$ cat src/rtl/sap_operand_regfile_if.sv
// rtl/sap_operand_regfile_if.sv - bus/ALU-side signal bundle for the operand register file
interface sap_operand_regfile_if #(
    parameter int WIDTH    = 8,
    parameter int NUM_REGS = 4
);
    localparam int ADDR_W = $clog2(NUM_REGS);

    logic [WIDTH-1:0]  BusIn;
    logic [2:0]        op;
    logic [ADDR_W-1:0] waddr;
    logic [ADDR_W-1:0] raddr_a;
    logic [ADDR_W-1:0] raddr_b;
    logic [WIDTH-1:0]  ALUInA;
    logic [WIDTH-1:0]  ALUInB;
    logic              carry;
    logic              zero;

    modport master (
        output BusIn, op, waddr, raddr_a, raddr_b,
        input  ALUInA, ALUInB, carry, zero
    );

    modport slave (
        input  BusIn, op, waddr, raddr_a, raddr_b,
        output ALUInA, ALUInB, carry, zero
    );
endinterface

$ cat src/rtl/sap_operand_regfile.sv
// rtl/sap_operand_regfile.sv - NUM_REGS x WIDTH operand register bank with in-place ALU-style ops
module sap_operand_regfile #(
    parameter int WIDTH    = 8,
    parameter int NUM_REGS = 4
) (
    input logic                  clk,
    input logic                  rst,
    sap_operand_regfile_if.slave bus
);
    localparam int ADDR_W = $clog2(NUM_REGS);

    typedef enum logic [2:0] {
        OP_HOLD = 3'b000,
        OP_LOAD = 3'b001,
        OP_CLR  = 3'b010,
        OP_INC  = 3'b011,
        OP_DEC  = 3'b100,
        OP_SHL  = 3'b101,
        OP_SHR  = 3'b110,
        OP_SWAP = 3'b111
    } op_e;

    logic [WIDTH-1:0] regs [NUM_REGS];
    logic [WIDTH-1:0] rd_a;
    logic [WIDTH-1:0] rd_b;
    logic [WIDTH-1:0] rd_w;
    logic             hit_a;
    logic             hit_w;
    logic [WIDTH-1:0] res;
    logic             res_c;
    logic             upd;
    logic             swap_en;
    logic             carry_q;
    logic             zero_q;

    // Address decode by explicit match: out-of-range indices hit nothing and read as 0.
    always_comb begin
        rd_a  = '0;
        rd_b  = '0;
        rd_w  = '0;
        hit_a = 1'b0;
        hit_w = 1'b0;
        for (int i = 0; i < NUM_REGS; i++) begin
            if (bus.raddr_a == ADDR_W'(i)) begin
                rd_a  = regs[i];
                hit_a = 1'b1;
            end
            if (bus.raddr_b == ADDR_W'(i)) begin
                rd_b = regs[i];
            end
            if (bus.waddr == ADDR_W'(i)) begin
                rd_w  = regs[i];
                hit_w = 1'b1;
            end
        end
    end

    always_comb begin
        res     = rd_w;
        res_c   = 1'b0;
        upd     = hit_w;
        swap_en = 1'b0;
        case (bus.op)
            OP_HOLD: upd = 1'b0;
            OP_LOAD: res = bus.BusIn;
            OP_CLR:  res = '0;
            OP_INC:  {res_c, res} = {1'b0, rd_w} + (WIDTH + 1)'(1);
            OP_DEC: begin
                res   = rd_w - WIDTH'(1);
                res_c = (rd_w == '0);
            end
            OP_SHL: begin
                res   = {rd_w[WIDTH-2:0], 1'b0};
                res_c = rd_w[WIDTH-1];
            end
            OP_SHR: begin
                res   = {1'b0, rd_w[WIDTH-1:1]};
                res_c = rd_w[0];
            end
            OP_SWAP: begin
                // Self-swap writes the unchanged value back, so zero still reflects it.
                res     = rd_a;
                swap_en = hit_w && hit_a;
                upd     = swap_en;
            end
        endcase
    end

    always_ff @(posedge clk or negedge rst) begin
        if (!rst) begin
            for (int i = 0; i < NUM_REGS; i++) begin
                regs[i] <= '0;
            end
            carry_q <= 1'b0;
            zero_q  <= 1'b0;
        end else begin
            for (int i = 0; i < NUM_REGS; i++) begin
                if (upd && bus.waddr == ADDR_W'(i)) begin
                    regs[i] <= res;
                end else if (swap_en && bus.raddr_a == ADDR_W'(i)) begin
                    regs[i] <= rd_w;
                end
            end
            if (upd) begin
                carry_q <= res_c;
                zero_q  <= (res == '0);
            end
        end
    end

    assign bus.ALUInA = rd_a;
    assign bus.ALUInB = rd_b;
    assign bus.carry  = carry_q;
    assign bus.zero   = zero_q;
endmodule

$ cat src/flat_wrapper.sv
// flat-port wrapper written by rule: the top's interface ports become plain ports
module sap_operand_regfile_flat 
#(
    parameter int WIDTH    = 8,
    parameter int NUM_REGS = 4
)
  (clk, rst, bus_BusIn, bus_op, bus_waddr, bus_raddr_a, bus_raddr_b, bus_ALUInA, bus_ALUInB, bus_carry, bus_zero);
  sap_operand_regfile_if #(.WIDTH(WIDTH), .NUM_REGS(NUM_REGS)) bus_i ();
  input logic clk;
  input logic rst;
  input wire logic [$bits(bus_i.BusIn)-1:0] bus_BusIn;
  input wire logic [$bits(bus_i.op)-1:0] bus_op;
  input wire logic [$bits(bus_i.waddr)-1:0] bus_waddr;
  input wire logic [$bits(bus_i.raddr_a)-1:0] bus_raddr_a;
  input wire logic [$bits(bus_i.raddr_b)-1:0] bus_raddr_b;
  output wire logic [$bits(bus_i.ALUInA)-1:0] bus_ALUInA;
  output wire logic [$bits(bus_i.ALUInB)-1:0] bus_ALUInB;
  output wire logic [$bits(bus_i.carry)-1:0] bus_carry;
  output wire logic [$bits(bus_i.zero)-1:0] bus_zero;
  assign bus_i.BusIn = bus_BusIn;
  assign bus_i.op = bus_op;
  assign bus_i.waddr = bus_waddr;
  assign bus_i.raddr_a = bus_raddr_a;
  assign bus_i.raddr_b = bus_raddr_b;
  assign bus_ALUInA = bus_i.ALUInA;
  assign bus_ALUInB = bus_i.ALUInB;
  assign bus_carry = bus_i.carry;
  assign bus_zero = bus_i.zero;
  sap_operand_regfile #(.WIDTH(WIDTH), .NUM_REGS(NUM_REGS)) u_core (.clk(clk), .rst(rst), .bus(bus_i));
endmodule
$ cat config.mk
export PLATFORM = sky130hd
export DESIGN_NAME = sap_operand_regfile_flat
export DESIGN_NICKNAME = d
export VERILOG_FILES = /design/src/rtl/sap_operand_regfile_if.sv /design/src/rtl/sap_operand_regfile.sv /design/src/flat_wrapper.sv
export SDC_FILE = /design/constraint.sdc
export NUM_CORES = 1
export LEC_CHECK = 0
export ABC_AREA = 1
export BUFFER_PORTS_ARGS = -buffer_cell sky130_fd_sc_hd__buf_2
export CORE_AREA = 8 8 88 90
export DETAILED_ROUTE_END_ITERATION = 7
export DIE_AREA = 0 0 96 98
export PLACE_DENSITY_LB_ADDON = 0.15
export SETUP_SLACK_MARGIN = 0.2
export SLEW_MARGIN = 15
export SYNTH_ARGS = -nofsm -noshare
export SYNTH_HDL_FRONTEND = slang
export SYNTH_SLANG_ARGS = --single-unit
$ cat constraint.sdc
create_clock -name clk -period 2.1 [get_ports clk]
set_clock_uncertainty 0.05 [all_clocks]
set_input_delay 0.105 -clock clk [delete_from_list [all_inputs] [get_ports clk]]
set_output_delay 0.105 -clock clk [all_outputs]
set_load 0.005 [all_outputs]
Word-level counts from Yosys, hierarchy flattened
Index checks and enable logic that the tools add are counted.
Widths: inputs -> output; s select.
{ "classes": {"addsub": 2, "eq_ne": 16, "mux": 32, "n_reduce_logical": 19} }
{ "op_table": {"columns": ["cell", "count"], "rows": [
  ["$mux 8", 20],
  ["$pmux 8 s7", 1],
  ["$logic_not 8->1", 2],
  ["$eq 2x2->1 const B", 6],
  ["$eq 3x3->1 const B", 4],
  ["$add 8x1->9 const B", 1],
  ["$logic_and 1x1->1", 9],
  ["$mux 1", 9],
  ["$reduce_bool 2->1", 4],
  ["$sub 8x1->8 const B", 1],
  ["$eq 2x1->1 const B", 3],
  ["$eq 3x2->1 const B", 2],
  ["$logic_not 2->1", 3],
  ["$pmux 1 s4", 1],
  ["$eq 3x1->1 const B", 1],
  ["$logic_not 3->1", 1],
  ["$pmux 1 s2", 1]
]} }
{ "word_totals": {"register_bits": 34, "input_bits": 19, "output_inout_bits": 18, "word_cells": 75} }

Depth between registers and ports, before layout
{ "logic_depth": {"word_depth": 10, "ltp_mapped": 19, "depth_no_buf": 18} }

Worst setup path after synthesis
Ideal clock, no wire load.
{ "synth_path": {"path_kind": "register to register", "from": "register u_core.regs[17] (netlist bit)", "to": "register u_core.zero_q (netlist: u_core.bus.zero)", "setup_time_ns": 0.065, "arrival_time_ns": 1.918, "required_time_ns": 1.985, "setup_slack_ns": 0.068, "stages_incl_launch_ff": 18, "n_path_buf": 0, "period_less_slack_ns": 2.032, "cell_sequence": "dfrtp_1 -> nand3_1 -> nand3_2 -> nor2_4 -> ha_1 -> nand2_1 -> nand2_1 -> nor2_1 -> nand2_1 -> nor2_1 -> nor2_1 -> nor2_1 -> nand2_1 -> inv_1 -> nand2_1 -> nor2_1 -> nand4_1 -> nand2_1"} }
{ "synth_between": {"elab_chain_len": 6, "elab_cells_between_ends": 10, "classes_between": "2 x add/sub; 7 x mux; 1 x reduce/logical"} }
{ "synth_lines": {"columns": ["element", "line", "rtl"], "rows": [
  ["start, declared", "sap_operand_regfile.sv:23", "logic [WIDTH-1:0] regs [NUM_REGS];"],
  ["start signal, assigned by index", "sap_operand_regfile.sv:99", "regs[i] <= res;"],
  ["start signal, assigned by index", "sap_operand_regfile.sv:101", "regs[i] <= rd_w;"],
  ["$mux 8 (3 in a row)", "sap_operand_regfile.sv:51", "if (bus.waddr == ADDR_W'(i)) begin"],
  ["$sub 8x1->8 / $add 8x1->9 (equally long branches)", "sap_operand_regfile.sv:69, sap_operand_regfile.sv:67", null],
  ["$pmux 8 s7 *", "sap_operand_regfile.sv:63", "case (bus.op)"],
  ["$logic_not 8->1 *", "sap_operand_regfile.sv:106", "zero_q <= (res == '0);"],
  ["end signal, assigned", "sap_operand_regfile.sv:106", null],
  ["end, declared", "sap_operand_regfile.sv:34", "logic zero_q;"]
]} }
Every way passes the cells marked *; elsewhere a longest branch is shown, timed or not.
A chain may end at the register's enable or synchronous reset.

Final worst setup path
{ "layout_path": {"from": "register u_core.regs[16] (netlist bit)", "to": "register u_core.zero_q (netlist: u_core.bus.zero)"} }
The elaborated chain is that of the path after synthesis.

==> results by group <==
STA
  – Fin crit period: 2.079 ns
  – Final Max Tran Viols: 0
  – Slew at the pin closest to its max-slew limit: a little over 0.8 ns
  – WHS: 0.2701 ns
  – RSZ-0062 raised after global routing: yes
  – # setup viols final: 0
  – Setup TNS Final: 0 ns
  – Final hold violations: 0
  – Slew headroom: 0.4602
  – Achievable Freq: 480.9 MHz
  – Part of the cycle the worst path needs: 0.9902

Power
  – Static Leak: 1.971 nW
  – Clk pwr share: 0.169
  – VDD IR max: 0.0004596 V
  – Internal power: 1.693 mW
  – Flop pwr share: 0.311
  – Combinational share of power: 0.520
  – Tot Pwr: roughly 3.0 mW
  – Net Switching: 1.338 mW
  – Net Sw Frac: 0.4415
  – PD cells: 726.0 nW/um2

Final layout
  – Area delta synth->final: 25.84%
  – Final antenna diode count: 0
  – Register area: 850.8 um2
  – Multi-input gate area: 2288 um2
  – Fillers: a little over 600
  – Final net count: 593
  – Layout cells sized above 1: 0.3252
  – Final cell count without fillers: around 650

Yosys
  – Yosys reg bits: 34
  – Yosys warns: 0
  – Syn_nets: 506
  – Simple logic cell fraction of the synthesized area: 0.4372
  – Post-synth EDFFs: 0
  – Synth Area in Adders: 0.01132
  – Ys async rst share: 1.000
  – Dominant cells by area after synthesis: dfrtp_1 (26%), nand2_1 (13%), nand3_1 (8.3%)
  – Multiplexer share of the synthesized area: 0
  – Syn_area_per_cell: 6.853 um2
  – Main combinational cell family by area after synthesis: simple AND/OR/NAND/NOR gates
  – Most frequent cell after synthesis: nand2_1
  – Seq/Total Area, Yosys: 0.2565
  – Post-Synth XOR/XNOR Area: 0
  – Compound-Gate Fraction of Synth Area: 0.2007
  – Synth area leader: dfrtp_1
  – Most used flip-flop cell after synthesis: dfrtp_1
  – Commonest cells post-synth: nand2_1 (116), nand3_1 (55), inv_1 (44)
  – Cells after Synth: 484
  – Distinct cells, synth: 37
  – Post-Syn Area: 3317 um2
  – Yosys top cell area share: 0.2565

Status
  – Status: finished clean

Route
  – DRC Markers: 0
  – Via count: roughly 4000
  – Vias per Instance: 6.288
  – Drt wl/cell: 19.56 um
  – Routed WL: between 10 and 15 mm
  – Drt first-iter violations: 361
  – DRT antenna net count: 0
  – TritonRoute pass-1 iters: 5

CTS
  – CTS tree: yes
  – H-tree Lvls: 2
  – CTS max path bufs: 2
  – Root Driver: clkbuf_8
  – Reg clk slew, reported paths: 0.07 ns
  – Clk Latency, worst-skew pair: ~0.28 ns
  – Clk sinks: 34
  – Total CTS buffers: 5

GRT
  – Initial antenna violation count: 0
  – Vias in the first global route: around 3800
  – Largest net degree at the start of global routing: 35
  – First-pass GRT wire length: 19.98 mm
  – GRT Util Overall: 0.2717
  – Global route overflow: 0

Die
  – Core area: 6494 um2
  – Starting Density: 0.5108
  – I/O Pins: 37
  – Die Ht: 98 um
  – Area of the die: roughly 9400 um2
  – Die X: 96 um
  – Floorplan row count: 30

Worst setup path
  – Worst setup SP type: flip-flop
  – R2R Path End: u_core.bus.zero$_DFFE_PN0N_
  – R2r setup slk: 0.02 ns
  – WS Path Type: flip-flop to flip-flop
  – Reg2reg start: u_core.regs[16]$_DFFE_PN0P_
  – Critical path endpoint category: flip-flop
  – R2R depth: 17
  – Worst path bufs/invs: 1
  – Crit-path max cell delay: 0.43 ns
  – Arr. time, crit path: ~2.3 ns
  – CP most frequent cell: nand2_1
  – Crit path max-delay cell type: dfrtp_1
  – CP required: 2.28 ns
  – Worst Path Max Fanout: 3
  – Cell family with most CP delay: simple AND/OR/NAND/NOR gates
  – Critical Path, Cell by Cell: o21ai_2 -> nand3_2 -> nand2_4 -> ha_4 -> nand2_2 -> nand2_1 -> nor2_1 -> nand2_1 -> nor2_2 -> nor2_1 -> nor2_1 -> nand2_1 -> inv_1 -> nand2_1 -> nor2_2 -> nand4_1 -> nand2_1

Min path
  – Hold Path Origin: bus_BusIn[4]
  – Min-Delay Endpoint: u_core.regs[4]$_DFFE_PN0P_
  – Hold depth: 7
  – Tightest Hold Check Type: input port to flip-flop

Placed design
  – PortBufs: 36
  – Placed cell count: 628
  – RePlAce Congestion: 0.9805
  – DP Wirelength: 9.938 mm

Run
  – Maxcap violations: 0
[kinds of logic after synthesis]
logic type,after synthesis
buffers and inverters,67
DFF,34
adders and majority gates,3
AOI/OAI and AO/OA,111
and+or+nand+nor,269
[layout make-up]
type / instances / share of cell area
clock buffers: 7 / 0.02068
clock inverters: 1 / 0.001199
inverters: 55 / 0.05066
multi-input cells: 383 / 0.5483
flip-flops and latches: 34 / 0.2038
well taps: 80 / 0.02398
repair buffers: 92 / 0.1514
[routing by layer]
layer	part of all wire	up-vias	GRT usage
met1	0.42	1946	0.3721
met4	0.042	0	0.1065
met5	0	-	0
met2	0.45	252	0.4101
met3	0.087	51	0.04451
li1	-	1851	-
[cell usage in the layout (no fill, tap or decap), types with 9 or more instances in the layout]
master	synthesis	routed
nand2_2	9	14
buf_2	3	36
a22oi_1	13	12
nand4_1	9	9
dfrtp_1	34	34
nand2_1	116	109
nor2_2	8	10
o21ai_1	18	12
nand3_1	55	50
nand3_2	18	21
o21ai_0	38	36
nor2_1	29	27
a21oi_1	15	15
o21ai_2	2	10
inv_1	44	44
buf_4	2	52
[how the worst max path moves through the flow]
stage | start | end | slack (ns) | depth (start not counted)
after floorplan | u_core.regs[9]$_DFFE_PN0P_ | u_core.bus.zero$_DFFE_PN0N_ | 0.19 | 17
after global placement | bus_waddr[1] | u_core.bus.zero$_DFFE_PN0N_ | -0.01 | 19
after detailed placement | bus_waddr[1] | u_core.bus.zero$_DFFE_PN0N_ | -0.06 | 19
after CTS | u_core.regs[16]$_DFFE_PN0P_ | u_core.bus.zero$_DFFE_PN0N_ | 0.02 | 17
after global routing | u_core.regs[17]$_DFFE_PN0P_ | u_core.bus.zero$_DFFE_PN0N_ | -0.14 | 17
final | u_core.regs[16]$_DFFE_PN0P_ | u_core.bus.zero$_DFFE_PN0N_ | 0.02 | 17
[registers in the layout, summed over array words and instances, names as in the netlist]
name              flops
u_core.regs          32
u_core.bus.carry      1
u_core.bus.zero       1
[tightest hold or removal path, stage by stage]
cell	delay [ns]
buf_2	0.07
a21oi_1	0.05
nand2_1	0.06
nor2_1	0.04
nand3_1	0.09
o21ai_0	0.08
o21ai_0	0.07
[power by group through the flow]
stage | sequential [mW] | clock, mW | combinational (mW)
after floorplan | 0.907 | 0 | 0.852
after global placement | 0.957 | 0 | 1.35
after detailed placement | 0.952 | 0 | 1.36
after CTS | 0.933 | 0.509 | 1.45
after global routing | 0.951 | 0.541 | 1.71
final | 0.942 | 0.512 | 1.58
[repair_timing]
action / CTS / global route
buffers inserted: 7 / 8
hold buffers: 1 / 0
resized for setup: 4 / 24
endpoints found under the setup margin: 13 / 25
pin swaps: 5 / 10
hold endpoints to repair: 34 / 0
[through the flow]
step	cell area (um2)	utilization	setup WS, ns
4_1_cts	4026	0.6200	0.02413
6_report	4174	0.6428	0.02066
3_3_place_gp	3836	0.5908	-0.01059
5_1_grt	4174	0.6428	-0.1418
2_1_floorplan	3344	-	0.1884
3_5_place_dp	3836	0.5908	-0.06224
(Power assumes the default switching activity.)
